## src/rtl/vw_pkg.sv

```systemverilog
`default_nettype none
// ------------------------------------------------------------------
// vw_pkg : shared FSM encoding and size limits for block_raster_writer
// Rev 1.0
// ------------------------------------------------------------------
package vw_pkg;

  localparam int Max_Img_Size   = 720;
  localparam int Max_Block_Size = 127;

  typedef enum logic [2:0] {
    ST_IDLE = 3'd0,
    ST_DIV  = 3'd1,
    ST_MUL  = 3'd2,
    ST_RUN  = 3'd3,
    ST_DONE = 3'd4,
    ST_ERR  = 3'd5
  } state_t;

endpackage
`default_nettype wire

```

## src/rtl/block_addr_gen.sv

```systemverilog
`default_nettype none
// ------------------------------------------------------------------
// block_addr_gen : walks block-ordered beats, yields raster addresses
// Rev 1.0
// ------------------------------------------------------------------
module block_addr_gen
  import vw_pkg::*;
#(
  parameter int ADDR_W = 20,
  parameter int CNT_W  = 10
) (
  input  logic              clk,
  input  logic              rst,
  input  logic              init,
  input  logic              step,
  input  logic [CNT_W-1:0]  m,
  input  logic [CNT_W-1:0]  bpr,
  input  logic [9:0]        np,
  input  logic [ADDR_W-1:0] stride,
  output logic [ADDR_W-1:0] addr,
  output logic              last
);

  localparam logic [CNT_W-1:0] c_one = CNT_W'(1);

  logic [CNT_W-1:0]  r_col, r_row, r_bcol, r_brow;
  logic [ADDR_W-1:0] r_blk_origin, r_rowblk_origin, r_row_base;
  logic              w_col_end, w_row_end, w_bcol_end, w_brow_end;

  assign w_col_end  = (r_col  == m - c_one);
  assign w_row_end  = (r_row  == m - c_one);
  assign w_bcol_end = (r_bcol == bpr - c_one);
  assign w_brow_end = (r_brow == bpr - c_one);

  assign addr = r_blk_origin + r_row_base + ADDR_W'(r_col);
  assign last = w_col_end && w_row_end && w_bcol_end && w_brow_end;

  always_ff @(posedge clk or negedge rst) begin
    if (!rst) begin
      r_col           <= '0;
      r_row           <= '0;
      r_bcol          <= '0;
      r_brow          <= '0;
      r_blk_origin    <= '0;
      r_rowblk_origin <= '0;
      r_row_base      <= '0;
    end else if (init) begin
      r_col           <= '0;
      r_row           <= '0;
      r_bcol          <= '0;
      r_brow          <= '0;
      r_blk_origin    <= '0;
      r_rowblk_origin <= '0;
      r_row_base      <= '0;
    end else if (step) begin
      if (!w_col_end) begin
        r_col <= r_col + c_one;
      end else begin
        r_col <= '0;
        if (!w_row_end) begin
          r_row      <= r_row + c_one;
          r_row_base <= r_row_base + ADDR_W'(np);
        end else begin
          r_row      <= '0;
          r_row_base <= '0;
          // Last block of a block-row jumps down one full block-row.
          if (!w_bcol_end) begin
            r_bcol       <= r_bcol + c_one;
            r_blk_origin <= r_blk_origin + ADDR_W'(m);
          end else begin
            r_bcol          <= '0;
            r_brow          <= r_brow + c_one;
            r_blk_origin    <= r_rowblk_origin + stride;
            r_rowblk_origin <= r_rowblk_origin + stride;
          end
        end
      end
    end
  end

endmodule
`default_nettype wire

```

## src/rtl/block_raster_writer.sv

```systemverilog
`default_nettype none
// ------------------------------------------------------------------
// block_raster_writer : reorders block-ordered pixel beats into raster writes
// Rev 1.0
// ------------------------------------------------------------------
module block_raster_writer
  import vw_pkg::*;
#(
  parameter int Data_Depth      = 8,
  parameter int Channels        = 1,
  parameter int Amba_Addr_Depth = 20,
  parameter int Block_Depth     = 7,
  parameter int Max_Img_Size    = vw_pkg::Max_Img_Size
) (
  input  logic                           clk,
  input  logic                           rst,
  input  logic                           cfg_start,
  input  logic [9:0]                     cfg_Np,
  input  logic [Block_Depth-1:0]         cfg_M,
  input  logic                           cfg_bypass,
  input  logic                           in_valid,
  input  logic [Channels*Data_Depth-1:0] in_data,
  output logic                           in_ready,
  output logic                           wr_en,
  output logic [Amba_Addr_Depth-1:0]     wr_addr,
  output logic [Channels*Data_Depth-1:0] wr_data,
  input  logic                           wr_ready,
  output logic                           busy,
  output logic                           frame_done,
  output logic                           cfg_err
);

  localparam int CW = (Block_Depth > 10) ? Block_Depth : 10;
  localparam logic [CW-1:0]          c_one_cw = CW'(1);
  localparam logic [Block_Depth-1:0] c_one_m  = Block_Depth'(1);

  state_t                     r_state, w_next;
  logic [9:0]                 r_np;
  logic [Block_Depth-1:0]     r_m, r_mcnt;
  logic                       r_bypass, r_all;
  logic [CW-1:0]              r_rem, r_bpr;
  logic [Amba_Addr_Depth-1:0] r_stride, w_addr;
  logic [CW-1:0]              w_m_ext, w_m_eff, w_bpr_eff;
  logic                       w_cfg_bad, w_accept, w_wr_done, w_init, w_last;

  assign w_m_ext   = CW'(r_m);
  // Bypass is a single Np x Np block, which the block walker emits in raster order.
  assign w_m_eff   = r_bypass ? CW'(r_np) : w_m_ext;
  assign w_bpr_eff = r_bypass ? c_one_cw : r_bpr;

  assign w_cfg_bad = (cfg_M == '0) || (cfg_Np == '0) ||
                     (int'(cfg_Np) > Max_Img_Size) || (int'(cfg_M) > Max_Block_Size);
  assign in_ready   = (r_state == ST_RUN) && !r_all && (!wr_en || wr_ready);
  assign w_accept   = in_valid && in_ready;
  assign w_wr_done  = wr_en && wr_ready;
  assign w_init     = cfg_start && ((r_state == ST_IDLE) || (r_state == ST_ERR));
  assign busy       = (r_state == ST_DIV) || (r_state == ST_MUL) ||
                      (r_state == ST_RUN) || (r_state == ST_DONE);
  assign frame_done = (r_state == ST_DONE);

  always_comb begin
    w_next = r_state;
    unique case (r_state)
      ST_IDLE, ST_ERR: if (cfg_start)
                         w_next = w_cfg_bad ? ST_ERR : (cfg_bypass ? ST_RUN : ST_DIV);
      ST_DIV:          if (r_rem < w_m_ext) w_next = (r_rem == '0) ? ST_MUL : ST_ERR;
      ST_MUL:          if (r_mcnt == r_m - c_one_m) w_next = ST_RUN;
      ST_RUN:          if (r_all && w_wr_done) w_next = ST_DONE;
      ST_DONE:         w_next = ST_IDLE;
      default:         w_next = ST_IDLE;
    endcase
  end

  always_ff @(posedge clk or negedge rst) begin
    if (!rst) begin
      r_state  <= ST_IDLE;
      r_np     <= '0;
      r_m      <= '0;
      r_bypass <= 1'b0;
      r_rem    <= '0;
      r_bpr    <= '0;
      r_mcnt   <= '0;
      r_stride <= '0;
      r_all    <= 1'b0;
      cfg_err  <= 1'b0;
    end else begin
      r_state <= w_next;
      case (r_state)
        ST_IDLE, ST_ERR: if (cfg_start) begin
          r_np     <= cfg_Np;
          r_m      <= cfg_M;
          r_bypass <= cfg_bypass;
          r_rem    <= CW'(cfg_Np);
          r_bpr    <= '0;
          r_mcnt   <= '0;
          r_stride <= '0;
          r_all    <= 1'b0;
          cfg_err  <= w_cfg_bad;
        end
        // Blocks-per-row by repeated subtraction; a remainder means M does not tile Np.
        ST_DIV: if (r_rem >= w_m_ext) begin
          r_rem <= r_rem - w_m_ext;
          r_bpr <= r_bpr + c_one_cw;
        end else if (r_rem != '0) begin
          cfg_err <= 1'b1;
        end
        ST_MUL: begin
          r_stride <= r_stride + Amba_Addr_Depth'(r_np);
          r_mcnt   <= r_mcnt + c_one_m;
        end
        ST_RUN: if (w_accept && w_last) r_all <= 1'b1;
        default: ;
      endcase
    end
  end

  always_ff @(posedge clk or negedge rst) begin
    if (!rst) begin
      wr_en   <= 1'b0;
      wr_addr <= '0;
      wr_data <= '0;
    end else if (w_accept) begin
      wr_en   <= 1'b1;
      wr_addr <= w_addr;
      wr_data <= in_data;
    end else if (wr_ready) begin
      wr_en   <= 1'b0;
    end
  end

  block_addr_gen #(
    .ADDR_W (Amba_Addr_Depth),
    .CNT_W  (CW)
  ) u_addr_gen (
    .clk    (clk),
    .rst    (rst),
    .init   (w_init),
    .step   (w_accept),
    .m      (w_m_eff),
    .bpr    (w_bpr_eff),
    .np     (r_np),
    .stride (r_stride),
    .addr   (w_addr),
    .last   (w_last)
  );

endmodule
`default_nettype wire

```

## config.mk

```make
export PLATFORM = sky130hd
export DESIGN_NAME = block_raster_writer
export DESIGN_NICKNAME = d
export VERILOG_FILES = /design/src/rtl/vw_pkg.sv /design/src/rtl/block_addr_gen.sv /design/src/rtl/block_raster_writer.sv
export SDC_FILE = /design/constraint.sdc
export NUM_CORES = 1
export LEC_CHECK = 0
export BUFFER_PORTS_ARGS = -buffer_cell sky130_fd_sc_hd__buf_4
export CORE_AREA = 2 2 222 224
export DETAILED_ROUTE_END_ITERATION = 16
export DIE_AREA = 0 0 224 226
export GPL_ROUTABILITY_DRIVEN = 1
export GPL_TIMING_DRIVEN = 0
export PLACE_DENSITY = 0.42
export SLEW_MARGIN = 25
export SYNTH_ARGS = -nofsm -noshare
export SYNTH_HDL_FRONTEND = slang
export SYNTH_HIERARCHICAL = 1
export SYNTH_SLANG_ARGS = --single-unit
```

## constraint.sdc

```tcl
create_clock -name clk -period 6.8 [get_ports clk]
set_input_delay 0.68 -clock clk [delete_from_list [all_inputs] [get_ports clk]]
set_output_delay 0.68 -clock clk [all_outputs]
set_load 0.01 [all_outputs]
```

==> results of run 1 <==
[worst min-delay path by stage]
stage	end	start
floorplan	cfg_err$_DFFE_PN0P_	rst
global placement	wr_data[1]$_DFFE_PN0P_	wr_data[1]$_DFFE_PN0P_
detailed placement	wr_addr[6]$_DFFE_PN0P_	wr_addr[6]$_DFFE_PN0P_
CTS	u_addr_gen/r_col[6]$_DFFE_PN0P_	rst
global route	wr_addr[1]$_DFFE_PN0P_	rst
finish	wr_addr[1]$_DFFE_PN0P_	rst
[per-layer routing]
metal	up-vias	GRT usage, %	share of wire [%]
met1	5884	25.4	50
met4	0	5.42	1.8
met5	-	0	0
met3	29	3.07	3.4
met2	237	29.4	45
li1	6056	-	-
[per-stage QoR]
stage               cells  setup slack, ps  total power [mW]  utilization (%)  hold slack [ps]
floorplan            1609             2730              3.77                -              384
global placement     2294              944              4.70             32.3              490
detailed placement   2297              954              4.76             32.5              497
CTS                  2329              920              5.89             33.7             51.2
global route         2329              712              6.31             33.7             77.9
finish               2330             1050              5.82             33.7             80.1
[cell usage in the layout, fill, tap and decap left out, types with 25 or more instances in the layout]
cell	instances
dfrtp_1	199
nand2_1	170
o21ai_0	106
nor2_1	106
a21oi_1	101
ha_1	92
xnor2_1	75
nand3_1	66
buf_4	65
inv_1	58
clkbuf_1	49
xor2_1	48
nor3_1	45
mux2_2	37
nand4_1	27
or4_1	25
[worst max-delay path, stage by stage (launching register included)]
cell and delay [ps]:
dfrtp_1 540, clkbuf_1 370, nand2_1 130, o21ai_0 350, inv_1 150, ha_1 310, or3b_2 540, nor3_1 300
xnor3_1 190, nand2_1 90, nor4_1 840, clkbuf_1 570, nand3_1 570, clkbuf_1 400, nand2_1 140, a21oi_1 70
[cell type report]
| class | instances | share of cell area (%) |
|---|---|---|
| multi-input combinational | 1289 | 54.8 |
| sequential | 199 | 30.5 |
| tap | 622 | 4.77 |
| timing repair buffer | 66 | 3.33 |
| clock buffer | 17 | 2.61 |
| buffer | 62 | 1.58 |
| inverter | 59 | 1.36 |
| clock inverter | 15 | 1.04 |
| antenna | 1 | 0.0153 |
[flip-flops by register name (all words and copies together), names as in the netlist, 20 cells and up]
name	count
r_stride	20
u_addr_gen/r_blk_origin	20
u_addr_gen/r_row_base	20
u_addr_gen/r_rowblk_origin	20
wr_addr	20
[report_power, final]
part           internal [mW]  switching, mW  leakage, nW  total [mW]
Clock                  0.548          0.538        0.271        1.09
Sequential              1.41          0.297         2.68        1.70
Combinational           1.20           1.83         4.32        3.03
[logic make-up after synthesis]
kind of cell / Yosys count
AND/OR/NAND/NOR: 597
buffers and inverters: 121
adder cells (fa/ha/maj): 108
AO/OA/AOI/OAI: 407
XOR/XNOR: 129
flip-flops: 199
multiplexers: 48
==> metrics.txt, run 1 <==
outcome completed; Layout Cell Area excl Fill 16300 sq um; syn_nets 1748; Total Nets Final 1833; number of port buffers 63; TritonCTS clock tree built; post-synth top area share 34.7%; global route total overflow 0; compound-cell area share of the yosys netlist 18.5%; CP Class reg2reg; Async SR Flop Fraction 100%; critical path endpoint u_addr_gen/r_rowblk_origin[14]$_DFFE_PN0P_; Post-Synth XOR/XNOR Area 8.44%; first-pass GRT wire length 71.1 mm; final period utilization 84.5%; max-slew violation total from the final report 0; WP data required 7140 ps; Worst Hold Class in2async; initial antenna violation count 2; Area Growth Syn to Fin 13.6%; Worst EP arrival 6090 ps; r2r setup slk 1050 ps; CORE AREA 48300 sq um; ratio of cells with drive above 1 in the final layout 10.6%; critical path peak fanout 10; cell with the most instances after synthesis dfrtp_1; simple logic cell fraction of the synthesized area 21.1%; Synth area leader dfrtp_1; dpl hpwl 33.9 mm; vias post-DR 12200; Final ANT Viol Nets 0; Synth Register Bits 199; drt via density 5.24; Final Hold Fails 0; RD Place Congestion 0.833; Root Buffer clkbuf_16; Post-synth EDFFs 0; H-tree Lvls 4; die footprint 50600 sq um; top post-synthesis cells by count dfrtp_1 (199), nand2_1 (170), o21ai_0 (108); Worst-Skew Late Latency 510 ps; 1st-iter DRT viols 727; slew at the pin closest to its max-slew limit 1020 ps; Worst slew margin 31.1%; CP Launch Type flip-flop; Site Rows 81; R2R Path Start r_bypass$_DFFE_PN0P_; PostCTS Resize Cnt 0; maximum VDD drop 0.151 mV; min cycle time layout 5750 ps; reg2reg path depth 15; Inserted Clock Buffers 17; fmax 174 MHz; Layout Skew 17.0 ps; Multi-input gate area 8930 sq um; ranking of synthesized cells by area dfrtp_1 (35%), ha_1 (8.0%), xnor2_1 (4.6%); post-synthesis cell type count 79; Register Area 4980 sq um; setup TNS 0 ps; Total GRT Usage 18.4%; total setup buffers inserted after CTS 0; TritonRoute pass-1 iters 5; endpoints failing setup 0; starting density of the core 29.7%; largest family of logic cells by synthesized area simple AND/OR/NAND/NOR gates; Max-Cap Viols 0; Critical Path Sink Type flip-flop; reg2reg end u_addr_gen/r_rowblk_origin[14]$_DFFE_PN0P_; clock slew at reported path FFs 90 ps; Pleak 7.26 nW; pin count of the biggest net entering global routing 83; Mapped Area 14400 sq um; number of global-route vias before repair 12100; RSZ-0062 raised after global routing no; DRC 0; CTS max path bufs 2; Mapped Cells 1609; Mean Syn Cell Area 8.93 sq um; CTS Sinks 199; Synth Warn # 6; sequential-to-total area share from yosys stat 34.7%; CP startpoint r_bypass$_DFFE_PN0P_; Top Ports 64; WL per Instance 19.1 microns; Die H 226 microns; Placed Area 15700 sq um; Post-Synth Adder-Cell Area 10.2%; pwr dens 357 nW/um^2; multiplexer share of the synthesized area 3.67%; Die X 224 microns; cts hold-fix bufs 0; Top FF cell, synth dfrtp_1; Fillers 5040; Post-Route WL 44.5 mm
Note: power is estimated with default switching activity, not from simulation.
==> run 2: changes to the inputs <==
--- a/config.mk
+++ b/config.mk
@@ -5,13 +5,14 @@
 export SDC_FILE = /design/constraint.sdc
 export NUM_CORES = 1
 export LEC_CHECK = 0
+export ABC_AREA = 1
 export BUFFER_PORTS_ARGS = -buffer_cell sky130_fd_sc_hd__buf_4
-export CORE_AREA = 2 2 222 224
+export CORE_AREA = 2 2 236 238
 export DETAILED_ROUTE_END_ITERATION = 16
-export DIE_AREA = 0 0 224 226
+export DIE_AREA = 0 0 238 240
 export GPL_ROUTABILITY_DRIVEN = 1
 export GPL_TIMING_DRIVEN = 0
-export PLACE_DENSITY = 0.42
+export PLACE_DENSITY = 0.43
 export SLEW_MARGIN = 25
 export SYNTH_ARGS = -nofsm -noshare
 export SYNTH_HDL_FRONTEND = slang
==> constraint.sdc (replaced) <==
create_clock -name clk -period 5.2 [get_ports clk]
set_input_delay 0.52 -clock clk [delete_from_list [all_inputs] [get_ports clk]]
set_output_delay 0.52 -clock clk [all_outputs]
set_load 0.01 [all_outputs]
==> metrics.txt, run 2 <==
most common cell after layout, fill and taps aside nand2_1; Synth Register Bits 199 (unchanged); critical path peak fanout 10 (unchanged); Total GRT Usage 19.9% (+1.6 points); Die H 240 microns (+6.2%); Max-Cap Viols 0 (unchanged); dpl hpwl 43.9 mm (+29%); CTS max path bufs 2 (unchanged); Mapped Area 16300 sq um (+13%); slew at the pin closest to its max-slew limit 1100 ps (+79.9 ps); Critical Path Sink Type flip-flop; Die X 238 microns (+6.3%); 1st-iter DRT viols 1013 (+39%); Worst slew margin 25.7% (-5.5 points); starting density of the core 29.8% (+0.061 points); Root Buffer clkbuf_16; setup TNS 0 ps (unchanged); TritonRoute pass-1 iters 5 (unchanged); pin count of the biggest net entering global routing 76 (-8.4%); Worst EP arrival 4660 ps (-1430 ps); pwr dens 522 nW/um^2 (+47%); Worst Hold Class in2reg; Hold WS 211 ps (+131 ps); Total Nets Final 2632 (+44%); ratio of cells with drive above 1 in the final layout 8.22% (-2.4 points); RSZ-0062 raised after global routing no; Placed Instances 3177 (+38%); Final Hold Fails 0 (unchanged); top post-synthesis cells by count nand2_1 (807), inv_1 (239), nand3_1 (206), nor2_1 (206), dfrtp_1 (199); clock slew at reported path FFs 80 ps (about the same); Post-synth EDFFs 0 (unchanged); CP Launch Type flip-flop; Hold Path Cell Cnt 3; Pleak 9.55 nW (+31%); DRC 0 (unchanged); RD Place Congestion 0.894 (+7.4%); Async SR Flop Fraction 100% (unchanged); outcome completed; Mean Syn Cell Area 6.76 sq um (-24%); PostCTS Resize Cnt 0 (unchanged); WL per Instance 17.0 microns (-11%); Final Non-Filler Cells 3209 (+38%); R2R Path Start r_bypass$_DFFE_PN0P_; CORE AREA 54700 sq um (+13%); final period utilization 83.2% (-1.3 points); maximum VDD drop 0.299 mV (+98%); cell with the most instances after synthesis nand2_1; CP Class reg2reg; WP data required 5540 ps (-1600 ps); vias post-DR 15500 (+27%); syn_nets 2547 (+46%); drt via density 4.83 (-7.7%); Final ANT Viol Nets 0 (unchanged); Inserted Clock Buffers 17 (unchanged); die footprint 57100 sq um (+13%); sequential-to-total area share from yosys stat 30.6% (-4.1 points); number of global-route vias before repair 15200 (+26%); hold path startpoint in_data[3]; Area Growth Syn to Fin 12.6%; initial antenna violation count 0 (-2); Post-Route WL 54.7 mm (+23%); post-synthesis cell type count 54 (-32%); CTS Sinks 199 (unchanged); most frequent cells in the layout nand2_1 (807), inv_1 (239), nor2_1 (206), nand3_1 (206), dfrtp_1 (199); Mapped Cells 2408 (+50%); reg2reg path depth 20 (+5); Synth area leader dfrtp_1; Worst-Skew Late Latency 500 ps (about the same); global route total overflow 0 (unchanged); endpoints failing setup 0 (unchanged); Top Ports 64 (unchanged); Site Rows 86 (+6.2%); max-slew violation total from the final report 0 (unchanged); H-tree Lvls 4 (unchanged); Layout Skew 11.8 ps (-5.21 ps); min cycle time layout 4330 ps (-1420 ps); Synth Warn # 6 (unchanged); post-synth top area share 30.6% (-4.1 points); ranking of synthesized cells by area dfrtp_1 (31%), nand2_1 (19%), ha_1 (7.1%); TritonCTS clock tree built; n_diodes 0 (-1); fmax 231 MHz (+33%); first-pass GRT wire length 86.7 mm (+22%); CP startpoint r_bypass$_DFFE_PN0P_; number of port buffers 63 (unchanged); Top FF cell, synth dfrtp_1
[run 2: worst paths after layout]
path | endpoint | slack, ps
max in group asynchronous | u_addr_gen/r_rowblk_origin[4]$_DFFE_PN0P_ | 3900
min | wr_data[3]$_DFFE_PN0P_ | 210
min in group asynchronous | wr_data[0]$_DFFE_PN0P_ | 530
max reg2reg | u_addr_gen/r_row_base[19]$_DFFE_PN0P_ | 870
min reg2reg | wr_addr[5]$_DFFE_PN0P_ | 480
max | u_addr_gen/r_row_base[19]$_DFFE_PN0P_ | 870
[run 2: logic make-up (layout without fill, tap and decap cells)]
group	after synthesis	in the layout	share of synthesized area (%)
compound gates	294	294	9.65
buf+inv	314	411	8.07
simple gates	1393	1393	37.2
fa+ha+maj	108	108	9.04
xor+xnor	100	100	5.38
flops	199	199	30.6
[run 2: per-layer routing]
layer / global-route usage (%) / wire length [microns]
met3: 2.40 / 1860
met2: 34.0 / 26100
met1: 25.8 / 25400
met5: 0 / 0
met4: 7.46 / 1320
[run 2: stage by stage]
step,cell area [sq um],power [mW],worst slack [ps],utilization [%]
after global routing,18300,10.5,327,33.5
after global placement,17600,8.08,755,32.2
after CTS,18300,9.68,799,33.5
after detailed placement,17700,8.10,818,32.4
final,18300,9.57,873,33.5
after floorplan,16300,6.33,2220,-
[run 2: timing repair]
item                                   CTS  global route
setup buffers                            0             0
hold buffers                             1             0
endpoints found under the hold margin   51             0
[run 2: critical path, cell delays in order, from the launching register on]
cell	delay, ps
dfrtp_1	330
clkbuf_1	310
clkbuf_1	420
nand2_1	80
o21ai_0	350
inv_1	330
ha_1	280
buf_2	160
inv_1	80
nand2_1	50
nand2_1	130
nand2_1	60
nand2_1	60
nor2_1	60
nand3_1	90
nor2_1	50
nand3_2	120
nand2_2	100
nand2_2	220
clkbuf_1	640
o21ai_0	230
[run 2: final cells by class]
type / count / area (sq um)
fill: 6028 / 36300
inverter: 256 / 963
tap: 704 / 881
timing repair buffer: 66 / 546
clock inverter: 12 / 174
sequential: 199 / 4980
clock buffer: 19 / 453
buffer: 58 / 350
multi-input combinational: 1895 / 9980
[run 2: power breakdown]
group	switching, mW	internal (mW)	total [mW]
Sequential	0.591	1.95	2.54
Clock	0.663	0.825	1.49
Combinational	3.59	1.95	5.55
Total	4.85	4.73	9.57
==> run 3: changes to the inputs <==
--- a/config.mk
+++ b/config.mk
@@ -5,11 +5,11 @@
 export SDC_FILE = /design/constraint.sdc
 export NUM_CORES = 1
 export LEC_CHECK = 0
-export ABC_AREA = 1
+export ABC_AREA = 0
 export BUFFER_PORTS_ARGS = -buffer_cell sky130_fd_sc_hd__buf_4
-export CORE_AREA = 2 2 236 238
+export CORE_AREA = 2 2 222 224
 export DETAILED_ROUTE_END_ITERATION = 16
-export DIE_AREA = 0 0 238 240
+export DIE_AREA = 0 0 224 226
 export GPL_ROUTABILITY_DRIVEN = 1
 export GPL_TIMING_DRIVEN = 0
 export PLACE_DENSITY = 0.43
==> constraint.sdc (replaced) <==
create_clock -name clk -period 3.7 [get_ports clk]
set_input_delay 0.37 -clock clk [delete_from_list [all_inputs] [get_ports clk]]
set_output_delay 0.37 -clock clk [all_outputs]
set_load 0.01 [all_outputs]
==> metrics.txt, run 3 (synthesis results as in run 1) <==
outcome complete, but fails checks; violated checks negative setup slack; Worst Hold Class in2reg; first-pass GRT wire length 70.3 mm (-19%); endpoints failing setup 52 (+52); Worst-Skew Late Latency 490 ps (about the same); final setup margin -126 ps (-998 ps); DRC 0 (unchanged); H-tree Lvls 4 (unchanged); starting density of the core 29.7% (-0.061 points); Total GRT Usage 18.3% (-1.6 points); Hold Path Cell Cnt 3 (unchanged); most common cell after layout, fill and taps aside dfrtp_1; initial antenna violation count 0 (unchanged); Critical Path Sink Type flip-flop; CORE AREA 48300 sq um (-12%); Post-Route WL 46.7 mm (-15%); drt via density 5.26 (+8.7%); Area Growth Syn to Fin 28.4%; RSZ-0062 raised after global routing yes; reg2reg end u_addr_gen/r_row_base[19]$_DFFE_PN0P_; CP Class reg2reg; fmax 261 MHz (+13%); ratio of cells with drive above 1 in the final layout 25.0% (+17 points); reg2reg path depth 14 (-30%); pwr dens 655 nW/um^2 (+25%); clock slew at reported path FFs 80 ps (about the same); CP Launch Type flip-flop; Inserted Clock Buffers 17 (unchanged); 1st-iter DRT viols 637 (-37%); total power 12.1 mW (+26%); WP data required 4120 ps (-1420 ps); maximum VDD drop 0.368 mV (+23%); Layout Skew 11.1 ps (-0.661 ps); global route total overflow 0 (unchanged); Site Rows 81 (-5.8%); CTS max path bufs 2 (unchanged); WL per Instance 19.3 microns (+13%); Root Buffer clkbuf_16; CTS Sinks 199 (unchanged); Final Hold Fails 0 (unchanged); Die X 224 microns (-5.9%); post-place setup slack -1710 ps (-2530 ps); TritonRoute pass-1 iters 5 (unchanged); Worst Hold Path EP r_np[3]$_DFFE_PN0P_; R2R Path Start r_bypass$_DFFE_PN0P_; Final ANT Viol Nets 0 (unchanged); vias post-DR 12700 (-18%); dpl hpwl 33.9 mm (-23%); number of port buffers 63 (unchanged); final period utilization 103% (+20 points); Top Ports 64 (unchanged); Total Nets Final 1920 (-27%); pin count of the biggest net entering global routing 80 (+5.3%); most frequent cells in the layout dfrtp_1 (197), nand2_1 (152), buf_4 (121); slew at the pin closest to its max-slew limit 840 ps (-263 ps); Max-Cap Viols 0 (unchanged); number of global-route vias before repair 12100 (-21%); TritonCTS clock tree built; hold path startpoint cfg_Np[3]; RD Place Congestion 0.866 (-3.1%); Worst EP arrival 4240 ps (-420 ps); r2r setup slk -130 ps (-1000 ps); Worst slew margin 43.6% (+18 points); die footprint 50600 sq um (-11%); Pleak 8.27 nW (-13%); Die H 226 microns (-5.8%); min cycle time layout 3830 ps (-502 ps); max-slew violation total from the final report 0 (unchanged); critical path peak fanout 7 (-3)
[run 3: final cells by class]
| type | count | area, sq um |
|---|---|---|
| diodes | 1 | 2.50 |
| repair buffers | 158 | 1480 |
| plain buffers | 56 | 479 |
| flip-flops and latches | 199 | 4980 |
| well taps | 622 | 778 |
| multi-input cells | 1290 | 9900 |
| inverters | 59 | 226 |
| clock inverters | 9 | 125 |
| fillers | 4861 | 29900 |
| clock buffers | 22 | 474 |
[run 3: how the worst max path moves through the flow]
stage,from,endpoint,slack [ps],cells past startpoint
6_report,r_bypass$_DFFE_PN0P_,u_addr_gen/r_row_base[19]$_DFFE_PN0P_,-130,14
5_1_grt,r_bypass$_DFFE_PN0P_,u_addr_gen/r_row_base[19]$_DFFE_PN0P_,-210,12
4_1_cts,r_bypass$_DFFE_PN0P_,u_addr_gen/r_row_base[19]$_DFFE_PN0P_,-200,12
3_5_place_dp,r_bypass$_DFFE_PN0P_,u_addr_gen/r_rowblk_origin[15]$_DFFE_PN0P_,-1710,13
3_3_place_gp,r_state[2]$_DFFE_PN0P_,u_addr_gen/r_rowblk_origin[15]$_DFFE_PN0P_,-1950,14
2_1_floorplan,r_bypass$_DFFE_PN0P_,u_addr_gen/r_brow[7]$_DFFE_PN0P_,10,13
[run 3: critical path, stage by stage (launching register included)]
cell,delay [ps]
dfrtp_2,530
buf_8,190
buf_4,140
o21ai_4,230
inv_2,70
ha_4,180
or3b_4,270
buf_4,130
a21oi_1,50
o22ai_2,140
nand3b_1,170
o41a_4,540
or4_4,570
or4_1,410
a21oi_1,130
[run 3: metal layers]
| layer | track usage [%] | share of wire [%] | vias up |
|---|---|---|---|
| met5 | 0 | 0 | - |
| met2 | 28.3 | 46 | 245 |
| met3 | 3.59 | 3.5 | 46 |
| met4 | 8.13 | 2.8 | 0 |
| li1 | - | - | 6242 |
| met1 | 24.9 | 48 | 6165 |
[run 3: report_power, final]
group | switching, mW | internal (mW)
Clock | 0.916 | 1.11
Combinational | 3.92 | 2.99
Sequential | 0.550 | 2.59
Total | 5.38 | 6.69
[run 3: repair_timing]
action / CTS / global route
pin swaps: 25 / 96
endpoints found under the setup margin: 103 / 98
gates cloned: 2 / 7
gates resized for setup: 124 / 217
buffers inserted: 36 / 48
hold buffers: 1 / 0
hold endpoints to repair: 54 / 0
[run 3: through the flow]
step | hold WS, ps | area (sq um) | cells | utilization, % | TNS (ps)
floorplan | 74.4 | 14400 | 1609 | - | 0
CTS | 44.6 | 17200 | 2365 | 35.5 | -2220
finish | 91.1 | 18400 | 2416 | 38.1 | -2800
global route | 71.9 | 18400 | 2415 | 38.1 | -9300
global placement | 489 | 15700 | 2294 | 32.5 | -170740
detailed placement | 332 | 15800 | 2297 | 32.7 | -142260
